### src/rtl/traffic_density_monitor.sv
// Loop-detector front end: synchronizes and debounces three lanes, counts vehicles
// per lane over a window of sec_tick pulses, and classifies each lane as low/high.
module traffic_density_monitor #(
  parameter int DEB_CYCLES = 4,
  parameter int WIN_SEC    = 10,
  parameter int LOW_TH     = 2,
  parameter int HIGH_TH    = 6,
  parameter int CNT_W      = 5
) (
  input  logic       clk,
  input  logic       reset,
  input  logic       sec_tick,
  input  logic [2:0] det,
  output logic [2:0] L,
  output logic [2:0] H,
  output logic       upd,
  output logic [3:0] win_cnt
);

  typedef enum logic {
    STABLE_LO = 1'b0,
    STABLE_HI = 1'b1
  } deb_state_e;

  localparam int               DW       = $clog2(DEB_CYCLES + 1);
  localparam logic [DW-1:0]    DEB_MAX  = DW'(DEB_CYCLES);
  localparam logic [CNT_W-1:0] CNT_SAT  = '1;
  localparam logic [CNT_W-1:0] LOW_V    = CNT_W'(LOW_TH);
  localparam logic [CNT_W-1:0] HIGH_V   = CNT_W'(HIGH_TH);
  localparam logic [3:0]       WIN_LAST = 4'(WIN_SEC - 1);

  logic [2:0]       sync1_q, sync1_d;
  logic [2:0]       sync2_q, sync2_d;
  deb_state_e       state_q   [3];
  deb_state_e       state_d   [3];
  logic [DW-1:0]    deb_cnt_q [3];
  logic [DW-1:0]    deb_cnt_d [3];
  logic [2:0]       veh_q, veh_d;
  logic [CNT_W-1:0] lane_cnt_q [3];
  logic [CNT_W-1:0] lane_cnt_d [3];
  logic [CNT_W-1:0] c_cur      [3];
  logic [3:0]       win_q, win_d;
  logic [2:0]       l_q, l_d;
  logic [2:0]       h_q, h_d;
  logic             upd_q, upd_d;
  logic             close;

  // Two-flop synchronizer on the raw detector lines.
  always_comb begin
    sync1_d = det;
    sync2_d = sync1_q;
  end

  // Debounce FSM per lane: the level flips only after DEB_CYCLES+1 consecutive
  // differing samples, i.e. once the stability counter has reached DEB_CYCLES.
  always_comb begin
    // NOTE: every output of this block gets a default first, so no path leaves a latch.
    veh_d = 3'b000;
    for (int i = 0; i < 3; i++) begin
      state_d[i]   = state_q[i];
      deb_cnt_d[i] = '0;
      case (state_q[i])
        STABLE_LO: begin
          if (sync2_q[i]) begin
            if (deb_cnt_q[i] == DEB_MAX) begin
              state_d[i] = STABLE_HI;
              veh_d[i]   = 1'b1;
            end else begin
              deb_cnt_d[i] = deb_cnt_q[i] + 1'b1;
            end
          end
        end
        STABLE_HI: begin
          if (!sync2_q[i]) begin
            if (deb_cnt_q[i] == DEB_MAX) begin
              state_d[i] = STABLE_LO;
            end else begin
              deb_cnt_d[i] = deb_cnt_q[i] + 1'b1;
            end
          end
        end
        default: state_d[i] = STABLE_LO;
      endcase
    end
  end

  assign close = sec_tick && (win_q == WIN_LAST);

  // Window bookkeeping; a vehicle landing on the closing tick belongs to the closing window.
  always_comb begin
    win_d = win_q;
    upd_d = close;
    l_d   = l_q;
    h_d   = h_q;
    if (sec_tick) begin
      win_d = close ? 4'd0 : win_q + 4'd1;
    end
    for (int i = 0; i < 3; i++) begin
      c_cur[i]      = (veh_q[i] && (lane_cnt_q[i] != CNT_SAT)) ? lane_cnt_q[i] + 1'b1
                                                                : lane_cnt_q[i];
      lane_cnt_d[i] = close ? '0 : c_cur[i];
      if (close) begin
        h_d[i] = (c_cur[i] >= HIGH_V);
        l_d[i] = (c_cur[i] <= LOW_V);
      end
    end
  end

  // NOTE: state registers use non-blocking assignments so every flop samples pre-edge values.
  always_ff @(posedge clk) begin
    if (reset) begin
      sync1_q <= '0;
      sync2_q <= '0;
      veh_q   <= '0;
      win_q   <= '0;
      l_q     <= '0;
      h_q     <= '0;
      upd_q   <= 1'b0;
      for (int i = 0; i < 3; i++) begin
        state_q[i]    <= STABLE_LO;
        deb_cnt_q[i]  <= '0;
        lane_cnt_q[i] <= '0;
      end
    end else begin
      sync1_q <= sync1_d;
      sync2_q <= sync2_d;
      veh_q   <= veh_d;
      win_q   <= win_d;
      l_q     <= l_d;
      h_q     <= h_d;
      upd_q   <= upd_d;
      for (int i = 0; i < 3; i++) begin
        state_q[i]    <= state_d[i];
        deb_cnt_q[i]  <= deb_cnt_d[i];
        lane_cnt_q[i] <= lane_cnt_d[i];
      end
    end
  end

  assign L       = l_q;
  assign H       = h_q;
  assign upd     = upd_q;
  assign win_cnt = win_q;

endmodule

### config.mk
export PLATFORM = sky130hd
export DESIGN_NAME = traffic_density_monitor
export DESIGN_NICKNAME = d
export VERILOG_FILES = /design/src/rtl/traffic_density_monitor.sv
export SDC_FILE = /design/constraint.sdc
export NUM_CORES = 1
export LEC_CHECK = 0
export ABC_AREA = 1
export BUFFER_PORTS_ARGS = -buffer_cell sky130_fd_sc_hd__buf_2
export CORE_MARGIN = 8
export CORE_UTILIZATION = 26
export DETAILED_ROUTE_END_ITERATION = 8
export PLACE_DENSITY = 0.39
export SETUP_SLACK_MARGIN = 0.02
export SLEW_MARGIN = 20
export SYNTH_ARGS = -nofsm -noshare
export SYNTH_HDL_FRONTEND = slang
export SYNTH_SLANG_ARGS = --single-unit
### constraint.sdc
create_clock -name clk -period 1.4 [get_ports clk]
set_input_delay 0.14 -clock clk [delete_from_list [all_inputs] [get_ports clk]]
set_output_delay 0.14 -clock clk [all_outputs]
set_load 0.01 [all_outputs]
=== Word-level counts from Yosys, hierarchy flattened ===
Memory sizes are Yosys's and may differ from the RTL's.
Cells that the tools add are included.

* Memory bits (writable): 27
* Output and inout port bits: 11
* Memories kept: 3
* Bits of input ports: 6
* Register bits after elaboration: 20
* Logic and storage cells: 97

{| class="wikitable"
|+ Memories
! memory !! words !! bits a word !! rd ports !! clocked after Yosys merged registers in !! write ports !! line !! RTL
|-
| lane_cnt_q || 3 || 5 || 3 || 0 || 3 || 39 || <nowiki>logic [CNT_W-1:0] lane_cnt_q [3];</nowiki>
|-
| deb_cnt_q || 3 || 3 || 3 || 0 || 3 || 36 || <nowiki>logic [DW-1:0] deb_cnt_q [3];</nowiki>
|-
| state_q || 3 || 1 || 3 || 0 || 3 || 34 || <nowiki>deb_state_e state_q [3];</nowiki>
|}

* Mux-type cells: 46
* Reductions and logical operators: 7
* Magnitude comparators: 6
* Bitwise operators: 12
* $add $sub $neg: 7
* Equality and inequality tests: 7

{| class="wikitable"
|+ Operators by type and width
! operator !! number
|-
| $mux 5 || 9
|-
| $mux 3 || 12
|-
| $mux 1 || 18
|-
| $pmux 3 s2 || 3
|-
| $add 5x1->5 const B || 3
|-
| $ge 5x3->1 const B || 3
|-
| $le 5x2->1 const B || 3
|-
| $ne 5x5->1 const B || 3
|-
| $add 3x1->3 const B || 3
|-
| $eq 3x3->1 const B || 3
|-
| $or 1x1->1 || 9
|-
| $pmux 1 s2 || 3
|-
| $reduce_or 2->1 || 3
|-
| $add 4x1->4 const B || 1
|-
| $eq 4x4->1 const B || 1
|-
| $logic_and 1x1->1 || 4
|-
| $mux 4 || 1
|-
| $not 1->1 || 3
|}

=== Depth between registers and ports, before layout ===
* Word-level depth: 5
* Gate-level depth with buffers: 14
* Depth with buffers taken out: 14

=== Worst setup path before layout ===
Ideal clock, no wire load.

* Path type: register -> register
* Start point: mem lane_cnt_q[2][0] (netlist: lane_cnt_q[0][10])
* End point: reg h_q[2] (netlist: H[2])
* Arrival: 1449 ps
* Path buffers: 0
* Clock period less this slack: 1566 ps
* Required time: 1283 ps
* Cell stages (with the launch flop): 11
* Slack: -166 ps
* Setup time: 117 ps
* Cell sequence: dfxtp_1 > ha_1 > nand2_1 > nor2_1 > ha_1 > inv_1 > nand2_1 > o21ai_0 > nand3_1 > o21bai_1 > nand2_1

{| class="wikitable"
|+ RTL lines
! item !! line !! RTL
|-
| start, declared || 39 ||
|-
| end signal, assigned || 117 || <nowiki>h_q <= '0;</nowiki>
|-
| end signal, assigned || 130 || <nowiki>h_q <= h_d;</nowiki>
|-
| end, declared || 44 || <nowiki>logic [2:0] h_q, h_d;</nowiki>
|}

==> impl_metrics.csv <==
group,metric,value,unit
worst_setup_path,critPathMostFrequentCell,"nand2_1",
worst_setup_path,path_depth,13,
detailed_routing,totalWireLength,4.26,mm
yosys,synth-async-reset-ratio,0,%
timing,fin_tns_setup,-1160,ps
pwr,intPower,1850,uW
global_routing,grt_pass1_vias,1706,
timing,slew_headroom,81.7,%
detailed_routing,viasPerCell,3.98,
clock_tree,cts_buffers,5,
worst_setup_path,r2r_setup_slack,-180,ps
timing,finClkSkew,5.02,ps
placement,preCtsSetupSlack,-227,ps
worst_setup_path,worstReg2RegStart,"lane_cnt_q[0][5]$_SDFF_PP0_",
yosys,syn_nets,293,
detailed_routing,drt_iter0_drc,40,
final_layout,diodes,0,
placement,hpwlAfterDp,3.03,mm
global_routing,grt_util_all_layers,8.21,%
placement,dp_cells,423,
pwr,switchingPower,503,uW
floorplan,pin_count,17,
yosys,synth_warnings,0,
yosys,synthCells,273,
floorplan,coreArea,0.00773,mm2
pwr,irDropWorstVdd,390,uV
yosys,synth_edf_count,0,
clock_tree,cts-root-buf,"clkbuf_8",
final_layout,finalInstanceArea,0.00299,mm2
status,status,"complete, but fails checks",
min_path,hp-class,"input pin to flip-flop",
yosys,synth-compound-area-share,7.43,%
detailed_routing,ant_nets,0,
pwr,p_sw_share,21.4,%
worst_setup_path,worst-endpoint-arrival,1830,ps
worst_setup_path,reg2reg_depth,13,
job,drv_cap,0,
worst_setup_path,crit_path_end,"L[1]$_SDFFE_PP0P_",
clock_tree,cts_htree_levels,2,
placement,port_buffers,16,
timing,hold_ws,40.1,ps
worst_setup_path,crit_family,"simple AND/OR/NAND/NOR gates",
worst_setup_path,rr_endpoint,"L[1]$_SDFFE_PP0P_",
worst_setup_path,critPathLaunch,"lane_cnt_q[0][5]$_SDFF_PP0_",
yosys,synth_top_family_by_area,"simple AND/OR/NAND/NOR gates",
clock_tree,clock_latency,290,ps
placement,dpl-instance-area,0.00256,mm2
worst_setup_path,cp-end-kind,"flip-flop",
clock_tree,cts.sinks,47,
timing,hold_violations,0,
detailed_routing,vias,1731,
detailed_routing,dr.pass1.iters,4,
timing,setup_viol_count_final,11,
global_routing,gr-total-overflow,0,
worst_setup_path,crit_buf_inv,2,
timing,rsz0062_at_grt,"yes",
yosys,netlist.area_leader.share,45.4,%
global_routing,grt_antenna_before_repair,0,
yosys,synth.area.top_cells,"dfxtp_1 (45%), nand2_1 (11%), ha_1 (8.5%), nor2_1 (8.2%), inv_1 (7.8%)",
timing,fin_ws,-184,ps
detailed_routing,route.detailed.drc,0,
clock_tree,cts_tree,"yes",
yosys,ys_seq_elements,47,
worst_setup_path,cpMaxStageDelayCell,"dfxtp_2",
yosys,netlist_area,0.00207,mm2
worst_setup_path,crit_required,1640,ps
yosys,muxShareOfSynthArea,0,%
yosys,synth_most_common_cell,"nand2_1",
pwr,clkPwrFrac,37.6,%
final_layout,final_cells,435,
final_layout,drive_gt1_share,38.4,%
clock_tree,cts_buffer_depth,2,
detailed_routing,wl_per_cell,9.80,um
floorplan,dieWidth,105,um
status,violations,"setup timing",
worst_setup_path,path_max_fanout,5,
yosys,synthFlopType,"dfxtp_1",
yosys,seq_area_frac_synth,45.4,%
global_routing,grt_pass1_wl,7.50,mm
worst_setup_path,crit_type,"flip-flop to flip-flop",
pwr,p_leak,0.00135,uW
worst_setup_path,start_kind,"flip-flop",
yosys,synth_xor_area_share,2.96,%
timing,drv_slew,0,
clock_tree,hold_buffers,0,
floorplan,rows,32,
yosys,synth_top_area_cell,"dfxtp_1",
yosys,avgSynthCellArea,7.59,um2
min_path,min_from,"det[2]",
yosys,synthAdderAreaFrac,8.46,%
yosys,synth_common_cells,"nand2_1 (62), dfxtp_1 (47), nor2_1 (45), inv_1 (43), ha_1 (14)",
timing,fin_crit_sh,113,%
final_layout,nets,352,
timing,tightest_slew,274,ps
floorplan,die_h,105,um
yosys,yosys.area_share.simple,27.0,%
yosys,synth.distinct_cells,24,
floorplan,start_util,26.8,%
clock_tree,cts.clk_slew.worst_paths,80,ps
timing,period_needed,1580,ps
placement,place.gp.congestion,0.716,
final_layout,fillerInstances,820,
worst_setup_path,crit_chain,"ha_4 > nand2_4 > nor2_4 > ha_4 > inv_2 > nand2_4 > inv_4 > or2_1 > nand2_1 > nand2_1 > nor2_1 > nand2_1 > nand2_1",
pwr,pwr-share-seq,57.9,%
timing,max_freq,0.631,GHz
global_routing,grt_max_degree,14,
floorplan,dieArea,0.0111,mm2
pwr,power.density,785,mW/mm2
pwr,p_comb_share,4.4,%
final_layout,syn_to_final_growth,44.5,%
worst_setup_path,crit_path_max_incr_delay,360,ps
==> area by class of cell <==
cell class / count / area (um2) / area share [%]
inverters: 45 / 176 / 5.89
clock buffers: 8 / 100 / 3.34
flip-flops and latches: 47 / 948 / 31.7
multi-input cells: 179 / 1240 / 41.3
repair buffers: 54 / 403 / 13.5
well taps: 102 / 128 / 4.26
==> cells by family after synthesis <==
kind of cell | Yosys count
simple gates | 132
buf+inv | 47
flops | 47
compound gates | 26
fa+ha+maj | 14
xor+xnor | 7
==> worst min-delay path, stage by stage <==
cell    delay (ps)
buf_2           70
inv_1           30
nor2_1          60
==> per-layer routing <==
metal	part of all wire, %	wire length [um]	GRT usage, %
met5	0	0	0
met4	1.6	67	3.67
met3	4.2	181	2.80
met2	45	1920	13.0
met1	49	2100	9.86
==> what timing repair did <==
action | CTS | global route
cloned | 0 | 0
setup endpoints to repair | 19 | 21
pin swaps | 12 | 22
gates resized for setup | 33 | 40
setup buffers | 4 | 4
==> flip-flops by register name (all words and copies together) (netlist names), named ones only <==
register / flops
lane_cnt_q: 15
deb_cnt_q: 9
win_cnt: 4
H: 3
L: 3
sync1_q: 3
sync2_q: 3
veh_q: 3
upd: 1
==> stage by stage <==
step,power (uW),util (%)
3_3_place_gp,1500,33.1
2_1_floorplan,1450,-
6_report,2350,38.7
3_5_place_dp,1500,33.1
4_1_cts,2410,36.4
5_1_grt,2460,38.7
==> worst min path at each step <==
| stage | cells after the start | slack (ps) | end |
|---|---|---|---|
| floorplan | 1 | 220 | veh_q[1]$_SDFF_PP0_ |
| global placement | 3 | 340 | sync1_q[2]$_SDFF_PP0_ |
| detailed placement | 3 | 350 | sync1_q[2]$_SDFF_PP0_ |
| CTS | 3 | 30 | sync1_q[0]$_SDFF_PP0_ |
| global route | 3 | 40 | sync1_q[0]$_SDFF_PP0_ |
| finish | 3 | 40 | sync1_q[2]$_SDFF_PP0_ |
==> power by group through the flow <==
stage / combinational [uW] / sequential (uW) / clock [uW]
6_report: 104 / 1360 / 884
5_1_grt: 119 / 1360 / 979
4_1_cts: 106 / 1360 / 945
3_5_place_dp: 104 / 1390 / 0
3_3_place_gp: 105 / 1390 / 0
2_1_floorplan: 48.5 / 1400 / 0
==> placed cells by master, fill, tap and decap left out, types with 8 or more instances in the layout <==
cell type	synthesis	final
buf_6	0	10
ha_1	14	8
buf_4	1	28
nor2_1	45	33
buf_2	0	16
dfxtp_1	47	41
inv_1	43	38
nand2_1	62	51
No activity file was read; power rests on OpenSTA's default activity.
